File: config.mk
export PLATFORM = sky130hd
export DESIGN_NAME = wb_irq_ctrl
export DESIGN_NICKNAME = d
export VERILOG_FILES = /design/src/rtl/irqc_pkg.sv /design/src/rtl/irqc_gateway.sv /design/src/rtl/wb_irq_ctrl.sv
export SDC_FILE = /design/constraint.sdc
export NUM_CORES = 1
export LEC_CHECK = 0
export CAP_MARGIN = 20
export CORE_AREA = 4 4 72 58
export DETAILED_ROUTE_END_ITERATION = 8
export DIE_AREA = 0 0 76 62
export PLACE_DENSITY = 0.81
export SYNTH_ARGS = -nofsm -noshare
export SYNTH_HDL_FRONTEND = slang
export SYNTH_HIERARCHICAL = 1
export SYNTH_SLANG_ARGS = --single-unit
export TNS_END_PERCENT = 1
File: constraint.sdc
create_clock -name clk_i -period 3.2 [get_ports clk_i]
set_clock_uncertainty 0.05 [all_clocks]
set_input_delay 0.64 -clock clk_i [delete_from_list [all_inputs] [get_ports clk_i]]
set_output_delay 0.64 -clock clk_i [all_outputs]
set_load 0.01 [all_outputs]
File: src/rtl/irqc_pkg.sv
// irqc_pkg: register word indices, source ID type and bus response states shared by wb_irq_ctrl
package irqc_pkg;
    localparam logic [1:0] IRQC_PENDING = 2'd0;
    localparam logic [1:0] IRQC_ENABLE  = 2'd1;
    localparam logic [1:0] IRQC_CLAIM   = 2'd2;
    localparam int IRQC_ID_W = 5;
    typedef logic [IRQC_ID_W-1:0] irqc_id_t;
    typedef enum logic [1:0] {BUS_IDLE, BUS_ACK, BUS_ERR} bus_state_t;
endpackage

File: src/rtl/irqc_gateway.sv
// irqc_gateway: per-source pending latch with edge or level triggering
//   clk_i, rst_i     clock, async active-high reset
//   src_i            interrupt line (already synchronous to clk_i)
//   in_service_i     source is currently claimed
//   claim_i          claim read is clearing this source now
//   pending_o        latched pending bit
module irqc_gateway #(
    parameter bit IS_EDGE = 1'b0
) (
    input  logic clk_i,
    input  logic rst_i,
    input  logic src_i,
    input  logic in_service_i,
    input  logic claim_i,
    output logic pending_o
);
    logic prev;
    logic set;
    // Level sources hold off while in service so they re-pend only after complete.
    assign set = IS_EDGE ? src_i & ~prev : src_i & ~in_service_i;
    always_ff @(posedge clk_i or posedge rst_i) begin
        if (rst_i) begin
            prev      <= 1'b0;
            pending_o <= 1'b0;
        end else begin
            prev      <= src_i;
            // Edge: a new edge beats the claim clear; level: the clear wins.
            pending_o <= IS_EDGE ? set | (pending_o & ~claim_i) : (pending_o | set) & ~claim_i;
        end
    end
endmodule

File: src/rtl/wb_irq_ctrl.sv
// wb_irq_ctrl: Wishbone external interrupt controller with claim/complete handshake
//   clk_i, rst_i     clock, async active-high reset
//   wb_*             Wishbone slave: word 0 PENDING, 1 ENABLE, 2 CLAIM/COMPLETE, 3 error
//   irq_src_i        raw interrupt lines, bit i is source ID i+1
//   irq_o            registered request to the core
//   Define WB_IRQ_CTRL_SYNC_EN to add a 2-flop synchronizer on every irq_src_i bit.
module wb_irq_ctrl
    import irqc_pkg::*;
#(
    parameter int NUM_SOURCES = 4,
    parameter logic [NUM_SOURCES-1:0] EDGE_MASK = '0
) (
    input  logic                   clk_i,
    input  logic                   rst_i,
    input  logic                   wb_cyc_i,
    input  logic                   wb_stb_i,
    input  logic                   wb_we_i,
    input  logic [1:0]             wb_addr_i,
    input  logic [31:0]            wb_wdata_i,
    input  logic [3:0]             wb_sel_i,
    output logic                   wb_stall_o,
    output logic                   wb_ack_o,
    output logic                   wb_err_o,
    output logic [31:0]            wb_rdata_o,
    input  logic [NUM_SOURCES-1:0] irq_src_i,
    output logic                   irq_o
);
    logic [NUM_SOURCES-1:0] src, pending, enable, in_service, eligible, claim_oh, done_oh;
    irqc_id_t claim_id, done_id;
    logic accept, claim, complete;
    bus_state_t state, state_nx;
    logic [31:0] rdata_q, rdata_nx;
    logic unused;
    assign unused = ^{wb_sel_i, wb_wdata_i};
`ifdef WB_IRQ_CTRL_SYNC_EN
    logic [NUM_SOURCES-1:0] sync_q;
    always_ff @(posedge clk_i or posedge rst_i) begin
        if (rst_i) {src, sync_q} <= '0;
        else {src, sync_q} <= {sync_q, irq_src_i};
    end
`else
    assign src = irq_src_i;
`endif
    assign wb_stall_o = 1'b0;
    assign accept     = wb_cyc_i & wb_stb_i;
    assign claim      = accept & ~wb_we_i & (wb_addr_i == IRQC_CLAIM);
    assign complete   = accept & wb_we_i & (wb_addr_i == IRQC_CLAIM);
    assign done_id    = wb_wdata_i[IRQC_ID_W-1:0];
    assign eligible   = pending & enable & ~in_service;
    // Fixed priority: scanning downward leaves the lowest eligible ID.
    always_comb begin
        claim_id = '0;
        for (int i = NUM_SOURCES - 1; i >= 0; i--)
            if (eligible[i]) claim_id = irqc_id_t'(i + 1);
    end
    for (genvar g = 0; g < NUM_SOURCES; g++) begin : gen_src
        assign claim_oh[g] = claim && claim_id == irqc_id_t'(g + 1);
        assign done_oh[g]  = complete && done_id == irqc_id_t'(g + 1);
        irqc_gateway #(.IS_EDGE(EDGE_MASK[g])) u_gw (
            .clk_i        (clk_i),
            .rst_i        (rst_i),
            .src_i        (src[g]),
            .in_service_i (in_service[g]),
            .claim_i      (claim_oh[g]),
            .pending_o    (pending[g])
        );
    end
    always_ff @(posedge clk_i or posedge rst_i) begin
        if (rst_i) begin
            enable     <= '0;
            in_service <= '0;
            irq_o      <= 1'b0;
        end else begin
            if (accept && wb_we_i && wb_addr_i == IRQC_ENABLE) enable <= wb_wdata_i[NUM_SOURCES-1:0];
            in_service <= (in_service | claim_oh) & ~done_oh;
            irq_o      <= |eligible;
        end
    end
    always_ff @(posedge clk_i or posedge rst_i) begin
        if (rst_i) begin
            state   <= BUS_IDLE;
            rdata_q <= '0;
        end else begin
            state   <= state_nx;
            rdata_q <= rdata_nx;
        end
    end
    always_comb begin
        state_nx = !accept ? BUS_IDLE : (wb_addr_i == 2'd3) ? BUS_ERR : BUS_ACK;
        rdata_nx = '0;
        if (accept && !wb_we_i)
            rdata_nx = wb_addr_i == IRQC_PENDING ? 32'(pending) :
                       wb_addr_i == IRQC_ENABLE  ? 32'(enable)  :
                       wb_addr_i == IRQC_CLAIM   ? 32'(claim_id) : '0;
    end
    // Response is dropped if the master abandons the cycle.
    always_comb begin
        wb_ack_o   = (state == BUS_ACK) & wb_cyc_i;
        wb_err_o   = (state == BUS_ERR) & wb_cyc_i;
        wb_rdata_o = wb_ack_o ? rdata_q : '0;
    end
endmodule

==> impl_metrics.toml <==
[run_status]
outcome = "completed"

[clocking]
clockBufferDepth = 2
cts.sinks = 19
cts_setup_buffers = 0
cts_hold_buffers = 0
cts_resized = 0
cts_tree = "done"
htreeDepth = 1
clock_latency_ps = 260
ctsRootBufferMaster = "clkbuf_8"
clkTransAtPathRegs_ps = 70
cts_buffers = 3

[timing]
setup_violations = 0
fin_crit_ps = 2720
worst_slack_ps = 476
timing.fmax_ghz = 0.367
worst_pin_slew_ps = 596
timing.hold.ws_ps = 475
final_max_slew_viol_count = 0
slew_headroom = 0.602
rsz0062_at_grt = "no"
tns_ps = 0
period_share = 0.851
hold_viol_final = 0

[yosys]
seq_area_frac_synth = 0.363
yosys.cell_types.count = 42
yosys_warnings = 6
syn_inst = 136
synth_edf_count = 0
yosys_register_bits = 19
syn_avg_cell_area_um2 = 9.63
syn_area_mm2 = 0.00131
synth-main-ff-cell = "dfrtp_1"
async_flop_share = 1.00

[floorplan]
core_mm2 = 0.00349
die_area_mm2 = 0.00471
die_h_um = 62
floorplan.initialDensity = 0.375
die_x_um = 76
rows = 19
pin_count = 83

[place]
place.gp.congestion = 0.873
io_buffers = 22
place_hpwl_um = 1920
placed_cells = 198
dp_slack_ps = 459

[critical_path]
critPathKind = "in -> out"
worstSetupEndpointType = "output pin"
cp.arrival_ps = 2030
path_max_fanout = 5
start_kind = "input pin"
cp.required_ps = 2510

[route]
drc = 0
wl_per_cell_um = 11.7
vias_per_cell = 4.57
drt_wl_total_um = 2360
drt_pass1_iterations = 4
dr.first_iter.drc_count = 59
via_count = 924
ant_nets = 0

[grt]
grt_use_total = 0.100
grt_max_degree = 16
grt_pass1_wl_um = 3700
grt_overflow = 0
grt_pass1_vias = 799
antenna_found_initial = 0

[cells_and_area]
utilization = 0.431
layout.cells.non_filler = 202
final_nets = 208
syn_to_final_growth_pct = 14.9
drive_above_1_share = 0.131
fill_cells = 366
antenna_cells = 0

[job]
drv_cap = 0

[power_and_ir_drop]
p_leak_nw = 0.736
ir_drop_v = 0.000223
power_density_mw_per_mm2 = 419

[min_path]
hp-class = "reg -> reg"
[metrics by stage]
| stage | power, mW | instance area [um2] |
|---|---|---|
| after CTS | 0.634 | 1510 |
| final | 0.631 | 1510 |
| after global routing | 0.665 | 1510 |
| after detailed placement | 0.462 | 1460 |
| after floorplan | 0.432 | 1420 |
| after global placement | 0.458 | 1460 |
[power by group]
| group | leakage (nW) | internal [mW] | switching [mW] |
|---|---|---|---|
| combinational | 0.480 | 0.0784 | 0.0881 |
| clock | 0.0255 | 0.0868 | 0.0854 |
| sequential | 0.230 | 0.268 | 0.0238 |
| total | 0.736 | 0.433 | 0.197 |
[metal layers]
layer,vias up,wire length (um),global-route usage
met1,439,1090,0.128
li1,453,-,-
met3,2,152,0.0346
met5,-,0,0
met2,30,1110,0.163
met4,0,19,0.0305
[cell families after synthesis]
kind of cell	after synthesis	synth area share
AO/OA/AOI/OAI	19	0.121
buffers and inverters	42	0.212
flip-flops	19	0.363
multiplexers	6	0.0497
other	1	0.00286
AND/OR/NAND/NOR	49	0.251
[state kept, by name (all words and copies together), names as in the netlist]
register                cells
rdata_q                     4
gen_src.u_gw/pending_o      4
enable                      4
state                       2
in_service                  4
irq_o                       1
[layout make-up]
class	instances	area, um2	share of cell area
clock buffers	3	41.3	0.0274
inverters	11	41.3	0.0274
well taps	42	52.6	0.0349
multi-input cells	103	662	0.440
repair buffers	23	228	0.151
clock inverters	1	5.00	0.00333
flip-flops and latches	19	475	0.316
[cell usage in the layout, fill, tap and decap left out, types with 2 or more instances in the layout]
| cell type | count |
|---|---|
| or3_1 | 2 |
| a21oi_1 | 2 |
| nor2b_1 | 2 |
| o32a_1 | 2 |
| nor2_1 | 6 |
| nor4_1 | 2 |
| and2_1 | 4 |
| nand3_1 | 2 |
| clkdlybuf4s50_1 | 22 |
| nand2_1 | 8 |
| a21oi_2 | 4 |
| clkbuf_8 | 3 |
| nor3_1 | 3 |
| inv_1 | 11 |
| mux2i_1 | 2 |
| nand3b_1 | 3 |
| conb_1 | 29 |
| nand2b_1 | 5 |
| mux2_2 | 4 |
| dfrtp_1 | 19 |
| and3b_1 | 2 |
[final timing paths]
kind	start	endpoint	slack, ps	cells after the start
max	wb_cyc_i	wb_rdata_o[3]	480	5
min	in_service[1]$_DFF_PP0_	in_service[1]$_DFF_PP0_	480	1
max reg2reg	enable[0]$_DFFE_PP0P_	gen_src[1].u_gw/pending_o$_DFF_PP0_	1810	4
min reg2reg	in_service[1]$_DFF_PP0_	in_service[1]$_DFF_PP0_	480	1
max in group asynchronous	rst_i	enable[3]$_DFFE_PP0P_	1870	2
min in group asynchronous	rst_i	gen_src[2].u_gw/pending_o$_DFF_PP0_	590	2
[synthesized netlist by cell type (3+ instances only)]
cell	n	area (um2)
nand2_1	8	30.0
nand2b_1	5	31.3
nor3_1	3	15.0
and2_1	4	25.0
nand3b_1	3	22.5
mux2_2	4	45.0
dfrtp_1	19	475
nor2_1	6	22.5
a21oi_2	4	35.0
buf_4	30	225
inv_1	11	41.3
[worst max-delay path: stages]
cell and delay [ps]:
clkdlybuf4s50_1 470, nand2_1 50, nor2_1 190, and2_1 160, clkdlybuf4s50_1 530
Note: power is estimated with default switching activity, not from simulation.
